==> src/rtl/axi_pwm_capture_if.sv <==
// Four-channel PWM capture front-end.
// Each channel synchronizes its pwm_in bit and measures the high time and
// the period in pwm_clk cycles. Results are 12-bit words in the same encoding
// the 12-bit PWM generator consumes. A channel that sees no rising edge for
// TIMEOUT cycles reports a pinned level (4095 or 0) and raises stuck.

module axi_pwm_capture_if #(
  parameter int SYNC_STAGES = 2,
  parameter int TIMEOUT     = 4095
) (
  input  logic        pwm_clk,
  input  logic        rst,
  input  logic [3:0]  pwm_in,
  output logic [11:0] data_channel_0,
  output logic [11:0] data_channel_1,
  output logic [11:0] data_channel_2,
  output logic [11:0] data_channel_3,
  output logic [11:0] period_channel_0,
  output logic [11:0] period_channel_1,
  output logic [11:0] period_channel_2,
  output logic [11:0] period_channel_3,
  output logic [3:0]  data_valid,
  output logic [3:0]  stuck
);

  localparam int                NCH       = 4;
  localparam int                DATA_W    = 12;
  localparam logic [DATA_W-1:0] CNT_MAX   = {DATA_W{1'b1}};
  localparam logic [DATA_W-1:0] CNT_ONE   = DATA_W'(1);
  localparam logic [DATA_W-1:0] TIMEOUT_W = DATA_W'(TIMEOUT);

  typedef enum logic [1:0] {
    IDLE    = 2'd0,
    MEASURE = 2'd1,
    STUCK   = 2'd2
  } state_e;

  // Counters pin at full scale instead of wrapping, so an over-long period
  // can never alias to a short one.
  function automatic logic [DATA_W-1:0] sat_inc(input logic [DATA_W-1:0] v);
    if (v == CNT_MAX) begin
      return v;
    end
    return v + CNT_ONE;
  endfunction

  logic [NCH*DATA_W-1:0] data_flat;
  logic [NCH*DATA_W-1:0] period_flat;

  for (genvar ch = 0; ch < NCH; ch++) begin : g_ch
    logic [SYNC_STAGES-1:0] sync_q;
    logic                   s_d_q;
    logic                   s;
    logic                   rise;
    logic                   fall;
    logic                   timeout;
    logic                   restart;
    state_e                 state_q, state_d;
    logic [DATA_W-1:0]      period_cnt_q, period_cnt_d;
    logic [DATA_W-1:0]      high_cnt_q, high_cnt_d;
    logic [DATA_W-1:0]      data_q, data_d;
    logic [DATA_W-1:0]      period_q, period_d;
    logic                   valid_q, valid_d;
    logic                   stuck_q, stuck_d;

    // s is the settled input level; s_d_q is that level one cycle earlier.
    assign s       = sync_q[SYNC_STAGES-1];
    assign rise    = s & ~s_d_q;
    assign fall    = ~s & s_d_q;
    assign timeout = (period_cnt_q == TIMEOUT_W);

    // Metastability synchronizer followed by the edge-detect delay flop.
    always_ff @(posedge pwm_clk or posedge rst) begin
      if (rst) begin
        sync_q <= '0;
        s_d_q  <= 1'b0;
      end else begin
        sync_q <= {sync_q[SYNC_STAGES-2:0], pwm_in[ch]};
        s_d_q  <= s;
      end
    end

    // Channel FSM: a rise always takes priority over a coincident timeout.
    always_comb begin
      state_d  = state_q;
      data_d   = data_q;
      period_d = period_q;
      valid_d  = 1'b0;
      stuck_d  = stuck_q;
      restart  = rise;
      unique case (state_q)
        IDLE: begin
          // First edge after idle only opens a measurement window.
          if (rise) begin
            state_d = MEASURE;
          end else if (timeout) begin
            state_d  = STUCK;
            data_d   = s ? CNT_MAX : '0;
            period_d = CNT_MAX;
            valid_d  = 1'b1;
            stuck_d  = 1'b1;
          end
        end
        MEASURE: begin
          if (rise) begin
            data_d   = high_cnt_q;
            period_d = period_cnt_q;
            valid_d  = 1'b1;
          end else if (timeout) begin
            state_d  = STUCK;
            data_d   = s ? CNT_MAX : '0;
            period_d = CNT_MAX;
            valid_d  = 1'b1;
            stuck_d  = 1'b1;
          end
        end
        STUCK: begin
          // Any level change leaves STUCK; a fall re-arms the timeout from
          // scratch so a constant low after stuck-high reports 0 later.
          if (rise) begin
            state_d = MEASURE;
            stuck_d = 1'b0;
          end else if (fall) begin
            state_d = IDLE;
            stuck_d = 1'b0;
            restart = 1'b1;
          end
        end
        default: begin
          state_d = IDLE;
        end
      endcase
    end

    // Period and high-time counters, restarted at every measurement boundary.
    always_comb begin
      period_cnt_d = sat_inc(period_cnt_q);
      high_cnt_d   = s ? sat_inc(high_cnt_q) : high_cnt_q;
      if (restart) begin
        period_cnt_d = CNT_ONE;
        high_cnt_d   = CNT_ONE;
      end
    end

    // Channel state, counters and captured output words.
    always_ff @(posedge pwm_clk or posedge rst) begin
      if (rst) begin
        state_q      <= IDLE;
        period_cnt_q <= '0;
        high_cnt_q   <= '0;
        data_q       <= '0;
        period_q     <= '0;
        valid_q      <= 1'b0;
        stuck_q      <= 1'b0;
      end else begin
        state_q      <= state_d;
        period_cnt_q <= period_cnt_d;
        high_cnt_q   <= high_cnt_d;
        data_q       <= data_d;
        period_q     <= period_d;
        valid_q      <= valid_d;
        stuck_q      <= stuck_d;
      end
    end

    assign data_flat[ch*DATA_W +: DATA_W]   = data_q;
    assign period_flat[ch*DATA_W +: DATA_W] = period_q;
    assign data_valid[ch]                   = valid_q;
    assign stuck[ch]                        = stuck_q;
  end

  assign data_channel_0   = data_flat[0*DATA_W +: DATA_W];
  assign data_channel_1   = data_flat[1*DATA_W +: DATA_W];
  assign data_channel_2   = data_flat[2*DATA_W +: DATA_W];
  assign data_channel_3   = data_flat[3*DATA_W +: DATA_W];
  assign period_channel_0 = period_flat[0*DATA_W +: DATA_W];
  assign period_channel_1 = period_flat[1*DATA_W +: DATA_W];
  assign period_channel_2 = period_flat[2*DATA_W +: DATA_W];
  assign period_channel_3 = period_flat[3*DATA_W +: DATA_W];

endmodule

==> config.mk <==
export PLATFORM = sky130hd
export DESIGN_NAME = axi_pwm_capture_if
export DESIGN_NICKNAME = d
export VERILOG_FILES = /design/src/rtl/axi_pwm_capture_if.sv
export SDC_FILE = /design/constraint.sdc
export NUM_CORES = 1
export LEC_CHECK = 0
export BUFFER_PORTS_ARGS = -buffer_cell sky130_fd_sc_hd__buf_2
export CORE_ASPECT_RATIO = 0.7
export CORE_MARGIN = 4
export CORE_UTILIZATION = 30
export DETAILED_ROUTE_END_ITERATION = 12
export GPL_TIMING_DRIVEN = 0
export SYNTH_ARGS = -nofsm -noshare
export SYNTH_HDL_FRONTEND = slang
export SYNTH_SLANG_ARGS = --single-unit
==> constraint.sdc <==
create_clock -name pwm_clk -period 7.26 [get_ports pwm_clk]
set_clock_uncertainty 0.2 [all_clocks]
set_input_delay 1.452 -clock pwm_clk [delete_from_list [all_inputs] [get_ports pwm_clk]]
set_output_delay 1.452 -clock pwm_clk [all_outputs]
set_load 0.05 [all_outputs]
Word level (Yosys, flattened, before mapping). Cells that the tools add are included.

Bits in registers: 220. Output and inout port bits: 104. Input port bits: 6. Logic and storage cells: 272.

Multiplexer cells: 132. Reductions and logical operators: 36. Equal/unequal tests: 44. Bitwise operators: 16. $add $sub $neg: 8.

Operators with widths (number): 12-bit 2-to-1 mux (48); 12-bit one-hot mux with 2 select lines (8); 12-bit by 1-bit adder with 12-bit output (second input constant) (8); 12-bit equality test (second input constant) (8); 1-bit 2-to-1 mux (44); 2-bit 2-to-1 mux (20); 3-bit inequality test (second input constant) (12); 2-bit inequality test (second input constant) (12); 2-bit one-hot mux with 3 select lines (4); 2-bit AND reduction (12); 2-bit nonzero test (12); 1-bit one-hot mux with 2 select lines (8); 4-bit AND reduction (4); 1-bit AND (8); 2-bit by 1-bit equality test with 1-bit output (second input constant) (4); 2-bit equality test (second input constant) (4); 2-bit zero test (4); 2-bit by 1-bit inequality test with 1-bit output (second input constant) (4); 1-bit inverter (8); 2-bit OR reduction (4).

Depth between registers and ports, before layout.
Depth in word-level cells: 7. Depth in mapped cells: 9. Mapped depth without buffers: 6.

Least setup slack after synthesis. Ideal clock, no wire load.

Kind: reg2out. Start: register g_ch[0].period_q[0] (netlist: period_channel_0[0]). End: output period_channel_0[0]. Cell stages (with the launch flop): 1. Buffers on the path: 0. Path slack: 5.007 ns. Required time: 5.608 ns. Arrival: 0.601 ns. Cells stage by stage: dfrtp_1.

RTL lines: start: declaration (RTL line 62) `logic [DATA_W-1:0] period_q, period_d;`; start signal: assignment (RTL line 160) `period_q <= period_d;`; end: declaration (RTL line 18) `output logic [11:0] period_channel_0,`.

No word-level cell between the ends.

Worst setup path in the final report.
Start: register g_ch[3].stuck_q. End: output stuck[3].

RTL lines: start: declaration (RTL line 64) `logic stuck_q, stuck_d;`; start signal: assignment (RTL line 162) `stuck_q <= stuck_d;`; end: declaration (RTL line 23) `output logic [3:0] stuck`.

No word-level cell between the ends.

==> parameters.txt <==
Parameter                              Value

Clock network
  Clock root cell ... sky130_fd_sc_hd__clkbuf_16
  Number of clock buffers inserted by TritonCTS ... 24
  Hold bufs inserted after CTS ... 0
  Num Clock Sinks ... between 200 and 250
  Number of setup buffers added after CTS ... 0
  Max clock buf depth ... 3
  Latest clock arrival within the worst-skew pair ... between 0.5 and 0.6 ns
  Clock transition at the registers of the reported paths ... around 0.06 ns
  Number of cells upsized or downsized after cts ... 0
  H-Tree Level Count ... 1
  CTS tree ... built

Finish
  Post-layout utilization of the core ... between 30% and 40%
  Most common cell after layout, fill and taps aside ... sky130_fd_sc_hd__dfrtp_1
  Layout net count ... approximately 1100
  Count of fill cells added during filler insertion ... approximately 3300
  Area used by multi-input combinational logic ... about 4200 sq um
  Post-layout instance count excluding filler cells ... 1561
  Sequential cell area ... about 5500 sq um
  Final design area excluding fillers ... 12100 sq um
  Layout cell share with drive strength beyond 1 ... between 15 and 20%
  Area growth from synthesis to layout ... 19.7%
  Inserted Diodes ... 0
  Highest-count cells in the layout ignoring fill and taps ... sky130_fd_sc_hd__dfrtp_1, sky130_fd_sc_hd__nand2_1, sky130_fd_sc_hd__buf_2

Placement
  Post-DP Area ... roughly 11000 sq um
  Final weighted congestion of routability-driven global placement ... between 0.8 and 0.9
  Pre-CTS WS ... between 4 and 5 ns
  Placed cell count ... ~1500
  Count of port buffers added during placement ... around 110
  Half-perimeter wire length after placement ... around 18 mm

Setup path
  Largest stage delay on the critical path ... approximately 0.37 ns
  Endpoint of the lowest-slack register-to-register path ... g_ch[1].period_cnt_q[2]
  WP data arrival ... between 1 and 1.5 ns
  Reg2Reg Launch Point ... g_ch[1].sync_q[1]
  Data required time at the worst endpoint ... roughly 5.6 ns
  Number of buffers and inverters on the critical path ... 2
  Number of logic stages on the critical path including buffering ... 2
  Register-to-register setup slack ... approximately 4.7 ns
  Critical path launch point ... g_ch[3].stuck_q
  Crit. End Element ... primary output
  Cell with the largest stage delay on the worst path ... sky130_fd_sc_hd__dfrtp_1
  Number of cells traversed by the worst register-to-register path ... 6
  List of cells traversed by the critical path ... buf_4 > buf_2
  WS Path Type ... flop to primary output
  Crit path max fanout ... 3
  Top delay family on crit path ... flip-flops
  Startpoint type of the worst setup path ... flop
  End point of the critical path ... stuck[3]

STA
  Crit path setup slack, layout ... roughly 4.3 ns
  Setup TNS ... 0 ns
  Worst slew margin ... about 45%
  Number of slew-limit violations in the final report ... 0
  Final Hold Violating Endpoints ... 0
  RSZ-0062 raised after global routing ... false
  Transition at the pin with the smallest max-transition slack ... a little over 0.8 ns
  Time the final worst path needs with I/O delays and setup ... between 2 and 3 ns
  Final worst-path cycle share ... 40.3%
  Setup-violating endpoint count in the final report ... 0
  Fmax ... roughly 340 MHz

Drt
  Detailed-route wire length ... about 25 mm
  Number of vias after detailed routing ... 8106
  DRC viols ... 0
  Average vias per placed instance ... around 5.2
  Violation count after the first detailed-routing iteration ... around 620
  Number of detailed-routing iterations run before antenna repair ... 7
  Number of nets still failing antenna checks after routing ... 0
  Wire length per cell after detailed routing ... around 16 um

Global routing
  Number of antenna violations at the first check in global routing ... 0
  GRT Resource Usage Total ... between 10 and 15%
  First-pass GRT wire length ... 42.3 mm
  Vias in the first global route ... about 7900
  Largest net degree at the start of global routing ... 42
  Global-route congestion overflow total ... 0

Min path
  Classification of the worst-slack hold path ... flop to flop

Power and ir drop
  Areal power density over the cells ... ~280 nW/um^2
  Static leakage power ... about 5.7 nW
  Largest vdd supply drop ... around 0.00022 V

Die
  Standard-cell row count ... 55
  Die Footprint ... around 37000 sq um
  Top-level port count ... 110
  Vertical die dimension ... approximately 160 um
  Initial core utilization ... between 30% and 40%
  Std-Cell Core Area ... 32800 sq um
  Overall die width ... roughly 230 um

Logic synthesis
  Post-synthesis cell area ... a little over 10000 sq um
  Biggest area consumer among synthesized cells ... sky130_fd_sc_hd__dfrtp_1
  Share of the synthesized area in the top cell type ... between 50% and 60%
  Syn nets ... about 1000
  Flip-flop and latch count after synthesis ... between 200 and 250
  Per-instance average area after synthesis ... around 10 sq um
  Fraction of registers with async set or reset after synthesis ... 100%
  Number of distinct library cells after synthesis ... a little under 60
  Top post-synthesis cells by area ... sky130_fd_sc_hd__dfrtp_1, sky130_fd_sc_hd__nand2_1, sky130_fd_sc_hd__a22o_1
  Sequential fraction of the synthesis area ... a little over half
  Post-Syn Instances ... between 900 and 1000
  Number of enable-type register cells in the synthesized netlist ... 0
  Flip-flop cell with the highest count after synthesis ... sky130_fd_sc_hd__dfrtp_1
  Number of warnings reported in the yosys synthesis log ... 0

Run
  Reported max-cap violation count ... 0

Status
  Outcome ... complete, no violations
-- cells in the mapped netlist (4+ instances only) --
| cell type | instances |
|---|---|
| sky130_fd_sc_hd__nand2_1 | 149 |
| sky130_fd_sc_hd__xnor2_1 | 18 |
| sky130_fd_sc_hd__buf_2 | 12 |
| sky130_fd_sc_hd__o22a_1 | 42 |
| sky130_fd_sc_hd__buf_4 | 11 |
| sky130_fd_sc_hd__and4_1 | 14 |
| sky130_fd_sc_hd__a2bb2oi_1 | 6 |
| sky130_fd_sc_hd__a311oi_1 | 4 |
| sky130_fd_sc_hd__a2111oi_0 | 4 |
| sky130_fd_sc_hd__and3b_1 | 4 |
| sky130_fd_sc_hd__mux2i_1 | 4 |
| sky130_fd_sc_hd__nor3_1 | 19 |
| sky130_fd_sc_hd__and3_1 | 11 |
| sky130_fd_sc_hd__or4_4 | 4 |
| sky130_fd_sc_hd__nor2b_1 | 5 |
| sky130_fd_sc_hd__a31oi_1 | 18 |
| sky130_fd_sc_hd__ha_1 | 12 |
| sky130_fd_sc_hd__a21oi_1 | 43 |
| sky130_fd_sc_hd__o31ai_1 | 15 |
| sky130_fd_sc_hd__a211oi_1 | 8 |
| sky130_fd_sc_hd__xor2_1 | 12 |
| sky130_fd_sc_hd__or4_1 | 10 |
| sky130_fd_sc_hd__o21ai_1 | 4 |
| sky130_fd_sc_hd__a22o_1 | 48 |
| sky130_fd_sc_hd__o32ai_1 | 4 |
| sky130_fd_sc_hd__nand4_1 | 25 |
| sky130_fd_sc_hd__clkbuf_1 | 31 |
| sky130_fd_sc_hd__o21ai_0 | 38 |
| sky130_fd_sc_hd__or3_1 | 15 |
| sky130_fd_sc_hd__inv_1 | 31 |
| sky130_fd_sc_hd__o21a_1 | 5 |
| sky130_fd_sc_hd__o41ai_1 | 4 |
| sky130_fd_sc_hd__nand4_2 | 4 |
| sky130_fd_sc_hd__nor2_1 | 38 |
| sky130_fd_sc_hd__dfrtp_1 | 220 |
| sky130_fd_sc_hd__nand3_1 | 38 |
-- final cells by class --
| class | count | share of cell area, % |
|---|---|---|
| Buffer | 60 | 2.54 |
| Clock inverter | 3 | 0.124 |
| Inverter | 31 | 0.991 |
| Tap cell | 427 | 4.41 |
| Timing Repair Buffer | 115 | 5.55 |
| Sequential cell | 220 | 45.4 |
| Clock buffer | 39 | 6.34 |
| Multi-Input combinational cell | 666 | 34.6 |
-- registers in the layout (all words and copies together), names as in the netlist --
name,cells
g_ch.state_q,8
data_channel_0,12
period_channel_2,12
data_channel_3,12
g_ch.high_cnt_q,48
g_ch.sync_q,8
g_ch.period_cnt_q,48
g_ch.s_d_q,4
data_channel_2,12
g_ch.stuck_q,4
period_channel_1,12
period_channel_3,12
g_ch.valid_q,4
period_channel_0,12
data_channel_1,12
-- how the worst min path moves through the flow --
stage	start	end	slack, ns	cells past startpoint
global route	g_ch[2].sync_q[0]	g_ch[2].sync_q[1]	0.16	0
detailed placement	g_ch[1].sync_q[0]	g_ch[1].sync_q[1]	0.14	0
finish	g_ch[3].sync_q[0]	g_ch[3].sync_q[1]	0.14	0
CTS	g_ch[3].sync_q[0]	g_ch[3].sync_q[1]	0.14	0
global placement	g_ch[1].sync_q[0]	g_ch[1].sync_q[1]	0.13	0
floorplan	g_ch[0].sync_q[0]	g_ch[0].sync_q[1]	0.13	0
-- power by group --
group | leakage, nW | switching, mW | internal [mW]
Clock | 0.390 | 0.497 | 0.717
Sequential | 2.85 | 0.134 | 1.37
Combinational | 2.42 | 0.499 | 0.198
-- metal layers --
metal / global-route usage, % / up-vias / part of all wire, %
met5: 0 / - / 0
met4: 2.89 / 0 / 1.7
met3: 2.82 / 33 / 4.9
met2: 20.3 / 151 / 43
met1: 20.9 / 4020 / 51
li1: - / 3902 / -
-- kinds of logic (layout without fill, tap and decap cells) --
kind of cell	after synthesis	after routing	synth area share (%)
xor+xnor	30	30	2.59
compound gates	268	268	19.4
simple gates	352	352	17.6
fa+ha+maj	12	12	1.48
buf+inv	91	248	4.19
flops	220	220	54.4
mux	4	4	0.395
-- through the flow --
step	total power, mW	hold slack, ns
floorplan	2.02	0.131
global placement	2.21	0.133
detailed placement	2.23	0.136
CTS	3.47	0.142
global route	3.59	0.157
finish	3.41	0.142
-- worst reg2reg max path, cell delays in order (launching register included) --
cell                       delay (ns)
sky130_fd_sc_hd__dfrtp_1         0.51
sky130_fd_sc_hd__ha_1            0.40
sky130_fd_sc_hd__nor3b_1         0.25
sky130_fd_sc_hd__a21o_1          0.11
sky130_fd_sc_hd__clkbuf_1        0.43
sky130_fd_sc_hd__clkbuf_1        0.43
sky130_fd_sc_hd__nor2_1          0.10
Note: power is estimated with default switching activity, not from simulation.
